**src/rtl/alu_op_sequencer.sv**
```systemverilog
// Command sequencer for a shared 4-bit ALU, with a shift-add 4x4 multiply.
// Optional result counter: define ALU_SEQ_OPCOUNT_EN to add OpCount.
module alu_op_sequencer #(
   parameter int MUL_ITERS = 4
) (
   input  logic       Clock,
   input  logic       Reset_b,
   input  logic       CmdValid,
   output logic       CmdReady,
   input  logic [2:0] CmdOp,
   input  logic [3:0] CmdA,
   input  logic [3:0] CmdB,
   output logic [3:0] AluA,
   output logic [3:0] AluB,
   output logic [2:0] AluFunction,
   input  logic [7:0] AluOut,
   output logic       ResValid,
   input  logic       ResReady,
   output logic [7:0] Result,
   output logic       ResErr,
   output logic       Busy
`ifdef ALU_SEQ_OPCOUNT_EN
   ,
   output logic [7:0] OpCount
`endif
);

   typedef enum logic [1:0] {
      IDLE,
      EXEC,
      MUL,
      DONE
   } state_t;

   localparam logic [2:0] LAST_ITER = 3'(MUL_ITERS - 1);

   state_t     state;
   logic [3:0] mcand;
   logic [3:0] phi;
   logic [3:0] plo;
   logic [2:0] iter;
   logic [3:0] phi_n;
   logic [3:0] plo_n;
   logic       accept;

   assign CmdReady = (state == IDLE) & Reset_b;
   assign Busy     = (state != IDLE);
   assign accept   = CmdValid & CmdReady;

   // 5-bit add result joined with Plo, shifted right by one
   always_comb begin
      phi_n = AluOut[4:1];
      plo_n = {AluOut[0], plo[3:1]};
   end

   always_ff @(posedge Clock or negedge Reset_b) begin
      if (!Reset_b) begin
         state       <= IDLE;
         mcand       <= '0;
         phi         <= '0;
         plo         <= '0;
         iter        <= '0;
         AluA        <= '0;
         AluB        <= '0;
         AluFunction <= '0;
         Result      <= '0;
         ResErr      <= 1'b0;
         ResValid    <= 1'b0;
      end else begin
         unique case (state)
            IDLE: begin
               if (accept) begin
                  unique case (1'b1)
                     (CmdOp == 3'b110): begin
                        mcand       <= CmdA;
                        plo         <= CmdB;
                        phi         <= '0;
                        iter        <= '0;
                        AluFunction <= 3'b001;
                        AluA        <= '0;
                        AluB        <= CmdB[0] ? CmdA : 4'h0;
                        state       <= MUL;
                     end
                     (CmdOp == 3'b111): begin
                        Result   <= '0;
                        ResErr   <= 1'b1;
                        ResValid <= 1'b1;
                        state    <= DONE;
                     end
                     default: begin
                        AluA        <= CmdA;
                        AluB        <= CmdB;
                        AluFunction <= CmdOp;
                        state       <= EXEC;
                     end
                  endcase
               end
            end
            EXEC: begin
               Result   <= AluOut;
               ResErr   <= 1'b0;
               ResValid <= 1'b1;
               state    <= DONE;
            end
            MUL: begin
               phi  <= phi_n;
               plo  <= plo_n;
               AluA <= phi_n;
               AluB <= plo_n[0] ? mcand : 4'h0;
               iter <= iter + 3'd1;
               if (iter == LAST_ITER) begin
                  Result   <= {phi_n, plo_n};
                  ResErr   <= 1'b0;
                  ResValid <= 1'b1;
                  state    <= DONE;
               end
            end
            DONE: begin
               if (ResReady) begin
                  ResValid <= 1'b0;
                  state    <= IDLE;
               end
            end
            default: state <= IDLE;
         endcase
      end
   end

`ifdef ALU_SEQ_OPCOUNT_EN
   // Saturating count of completed result handshakes
   always_ff @(posedge Clock or negedge Reset_b) begin
      if (!Reset_b) begin
         OpCount <= '0;
      end else if (ResValid && ResReady && OpCount != 8'hFF) begin
         OpCount <= OpCount + 8'd1;
      end
   end
`endif

endmodule

```
**config.mk**
```make
export PLATFORM = sky130hd
export DESIGN_NAME = alu_op_sequencer
export DESIGN_NICKNAME = d
export VERILOG_FILES = /design/src/rtl/alu_op_sequencer.sv
export SDC_FILE = /design/constraint.sdc
export NUM_CORES = 1
export LEC_CHECK = 0
export CORE_AREA = 2 2 62 64
export DETAILED_ROUTE_END_ITERATION = 10
export DIE_AREA = 0 0 64 66
export PLACE_DENSITY_LB_ADDON = 0.1
export SLEW_MARGIN = 20
export SYNTH_ARGS = -nofsm -noshare
export SYNTH_HDL_FRONTEND = slang
export SYNTH_SLANG_ARGS = --single-unit
```
**constraint.sdc**
```tcl
create_clock -name Clock -period 3.73 [get_ports Clock]
set_clock_uncertainty 0.1 [all_clocks]
set_input_delay 0.5595 -clock Clock [delete_from_list [all_inputs] [get_ports Clock]]
set_output_delay 0.5595 -clock Clock [all_outputs]
set_load 0.05 [all_outputs]
```
# Word level (Yosys, flattened, before mapping)
# Index checks and enable logic that the tools add are counted.
[totals] output_inout_bits=23 regBits=34
[op_classes] n_mux=31 reduce_logical=11 add_sub_neg=1 eq_ne=12 bitwise=3
[ops] cell="$pmux 4 s2" count=5
[ops] cell="$mux 4" count=6
[ops] cell="$mux 8" count=3
[ops] cell="$pmux 8 s3" count=1
[ops] cell="$reduce_and 3->1" count=5
[ops] cell="$pmux 3 s2" count=2
[ops] cell="$ne 2x2->1 const B" count=4
[ops] cell="$pmux 2 s4" count=1
[ops] cell="$reduce_and 4->1" count=2
[ops] cell="$eq 3x3->1 const B" count=2
[ops] cell="$mux 2" count=3
[ops] cell="$mux 3" count=2
[ops] cell="$mux 1" count=5
[ops] cell="$eq 2x2->1 const B" count=2
[ops] cell="$ne 2x1->1 const B" count=2
[ops] cell="$pmux 1 s4" count=1
[ops] cell="$pmux 2 s2" count=1
[ops] cell="$reduce_bool 2->1" count=2
[ops] cell="$add 3x1->3 const B" count=1
[ops] cell="$eq 3x2->1 const B" count=1
[ops] cell="$pmux 1 s3" count=1
[ops] cell="$reduce_bool 3->1" count=1
[ops] cell="$and 1x1->1" count=2
[ops] cell="$eq 2x1->1 const B" count=1
[ops] cell="2 further kinds" count=2

# Logic depth before layout (Yosys ltp)
[logic_depth] ltp_word=5 depth_mapped=8 depth_no_buf=6

# Worst setup path after synthesis
# Ideal clock, no wire load.
[synth_path] path_kind="register to output" from="register state[0]" to="output port CmdReady" stages_incl_launch_ff=5 t_required_ns=3.070 setup_slack_ns=1.621 path_buffers=1 arrival_time_ns=1.449 cell_sequence="dfrtp_1 -> inv_1 -> ha_1 -> clkbuf_1 -> and2_1"
[synth_between] elab_chain_len=2
[synth_lines] item="start, declared" line="37" text="state_t state;"
[synth_lines] item="start signal, assigned" line="58" text="state <= IDLE;"
[synth_lines] item="start signal, assigned" line="82" text="state <= MUL;"
[synth_lines] item="start signal, assigned" line="88" text="state <= DONE;"
[synth_lines] item="$logic_not 2->1" line="46" text="assign CmdReady = (state == IDLE) & Reset_b;"
[synth_lines] item="$and 1x1->1" line="46"
[synth_lines] item="end, declared" line="9" text="output logic CmdReady,"
# No other way between the ends.

# Worst setup path after layout
[layout_path] from="register state[1]" to="output port Busy"
[layout_between] elab_chain_len=1
[layout_lines] item="$reduce_bool 2->1" line="47" text="assign Busy = (state != IDLE);"
[layout_lines] item="end, declared" line="21" text="output logic Busy"
# No other way between the ends.

==> out/results.txt <==
CP max FO: 15
share of the synthesized area in the top cell type: 46.9%
Syn Std Cell Area: 1760 um2
part of the power in registers: 27.3%
Max Cap Viol: 0
core region area: 3550 um2
gp weighted congestion: 0.836
leakage: 0.969 nW
most numerous cell in the Yosys netlist: dfrtp_1
Final Setup Violations: 0
layout overhead on the synthesized area: 33.9%
hpwl dp: 3130 um
kind of critical path: reg2out
fraction of layout cells with a size suffix above 1: 13.0%
die area: 4220 um2
CTS tree: built
global-route wire length before repair: 7020 um
TNS Setup: 0 ps
Starting Density: 49.6%
H-tree lvl count: 2
Area after DPL: 2260 um2
WL per Instance: 15.9 um
DRC: 0
pin count of the biggest net entering global routing: 25
GRT Total Usage: 21.9%
CTS buffer count: 5
Post-synth ARST share: 100%
antenna cells: 0
IO buf count: 45
setup bufs post-CTS: 0
Yosys Warn Count: 0
Comb power frac: 58.0%
Pint: 1.20 mW
first-pass iteration count of the detailed router: 4
vias in the first global route: 1454
VDD IR max: 770 uV
Yosys cell types: 37
sw power: 1.07 mW
final WL: 4200 um
initial antenna violation count: 0
clk sinks: 33
IO Count: 46
Fin. Hold Viols: 0
RSZ-0062 raised after global routing: no
slew margin rel.: 62.6%
die width: 64 um
Vias/cell: 5.85
Main synth FF type: dfrtp_1
Reg clk slew, reported paths: 100 ps
Longest Clk Path Bufs: 2
Final Max Tran Viols: 0
minimum clock period: 2920 ps
status: finished, final reports clean
Crit. End Element: primary output
flop2flop setup slack: 1050 ps
clock latency on the worst-skew pair: 340 ps
Sw Share: 47.1%
CP required: 3070 ps
Crit path largest cell delay: 730 ps
post_cts resized: 0
worst-path cell chain: inv_1, ha_1, inv_1, clkdlybuf4s50_1
power density over cell area: 963 nW/um2
via count: 1545
Post-synth EDFFs: 0
Clock power frac: 14.7%
dominant cells by area after synthesis: dfrtp_1 (47%), a22oi_1 (5.1%), ha_1 (5.0%)
Synth Instances: 170
Crit-path slowest cell: clkdlybuf4s50_1
Synth area leader: dfrtp_1
synthesized flop and latch total: 33
element type at the critical path start: flop
f_max: 343 MHz
most frequent cells after synthesis: dfrtp_1 (33), nand2_1 (14), a22oi_1 (12)
GRT overflow: 0
Worst Hold Class: reg2reg
CP dominant cell by count: inv_1
period utilization: 78.2%
Die Y: 66 um
nets@finish: 245
hold buffers post-CTS: 0
mean post-synth cell area: 10.4 um2
Worst EP arrival: 2260 ps
root buf cell: clkbuf_4
worst slew pin tran: 561 ps
post-route cell area: 2360 um2
register area share after synthesis: 46.9%
fillers: 288
DRT antenna net count: 0
Synthesized Nets: 200
# rows: 22
drt first-iter violations: 96
==> through the flow <==
step	cells	hold slack, ps	util, %	setup slack (ps)	total power [mW]
CTS	264	403	66.4	801	2.29
global placement	256	368	63.5	1160	1.91
finish	264	401	66.4	813	2.27
global route	264	418	66.4	666	2.43
detailed placement	256	375	63.5	1050	1.95
floorplan	170	164	-	1620	1.57
==> routing by layer <==
| layer | up-vias | share of wire (%) | global-route usage (%) |
|---|---|---|---|
| met1 | 752 | 44 | 27.3 |
| li1 | 739 | - | - |
| met5 | - | 0 | 0 |
| met4 | 0 | 0.69 | 6.25 |
| met3 | 3 | 4.7 | 6.81 |
| met2 | 51 | 51 | 36.5 |
==> power groups by stage <==
stage / combinational, mW / sequential [mW] / clock, mW
3_5_place_dp: 1.32 / 0.627 / 0
4_1_cts: 1.33 / 0.621 / 0.339
6_report: 1.32 / 0.621 / 0.334
2_1_floorplan: 0.618 / 0.948 / 0
5_1_grt: 1.42 / 0.642 / 0.360
3_3_place_gp: 1.29 / 0.619 / 0
==> critical path: cells and delay by family, from the launching register on <==
| kind | cells | cell delay [ps] |
|---|---|---|
| buf+inv | 3 | 1010 |
| flops | 1 | 450 |
| fa+ha+maj | 1 | 450 |
==> cell families (layout without fill, tap and decap cells) <==
group | count (synthesis) | in the layout | share of synthesized area, %
compound gates | 68 | 68 | 29.0
fa+ha+maj | 7 | 7 | 4.97
mux | 5 | 5 | 3.20
simple gates | 38 | 38 | 11.2
buf+inv | 19 | 65 | 4.69
flops | 33 | 33 | 46.9
==> registers in the layout (all words and copies together), names as in the netlist <==
signal / flops
Result: 8
ResErr: 1
plo: 3
AluFunction: 3
iter: 3
ResValid: 1
AluB: 4
mcand: 4
state: 2
AluA: 4
==> placed cells by master, fill, tap and decap left out, types with 3 or more instances in the layout <==
cell type        synthesis  final
a22oi_1                 12     12
o211ai_1                 4      4
o21ai_1                 10     10
o32ai_1                  3      3
o221a_2                  4      4
a21oi_1                  6      6
o21ai_0                  8      8
clkdlybuf4s50_1          0     44
clkbuf_4                 0      5
nand2_1                 14     14
ha_1                     7      7
buf_4                    0      3
nor2_1                   6      6
o41ai_1                  8      8
mux2_2                   5      5
nand3_1                  9      9
dfrtp_1                 33     33
inv_1                    8      8
==> worst paths after layout <==
check	to	depth (start not counted)	start
min	Result[0]	2	Result[0]
max in group asynchronous	AluB[1]	2	Reset_b
max reg2reg	AluB[0]	6	state[1]
max	Busy	4	state[1]
min in group asynchronous	Result[2]	2	Reset_b
min reg2reg	Result[0]	2	Result[0]
==> layout make-up <==
cell class                      instances  area [um2]  area share [%]
Inverter                                9        33.8            1.43
Clock inverter                          3        65.1            2.76
Timing Repair Buffer                   48         483            20.5
Tap cell                               48        60.1            2.55
Clock buffer                            5        37.5            1.59
Sequential cell                        33         826            35.0
Multi-Input combinational cell        118         853            36.2
(Power assumes the default switching activity.)
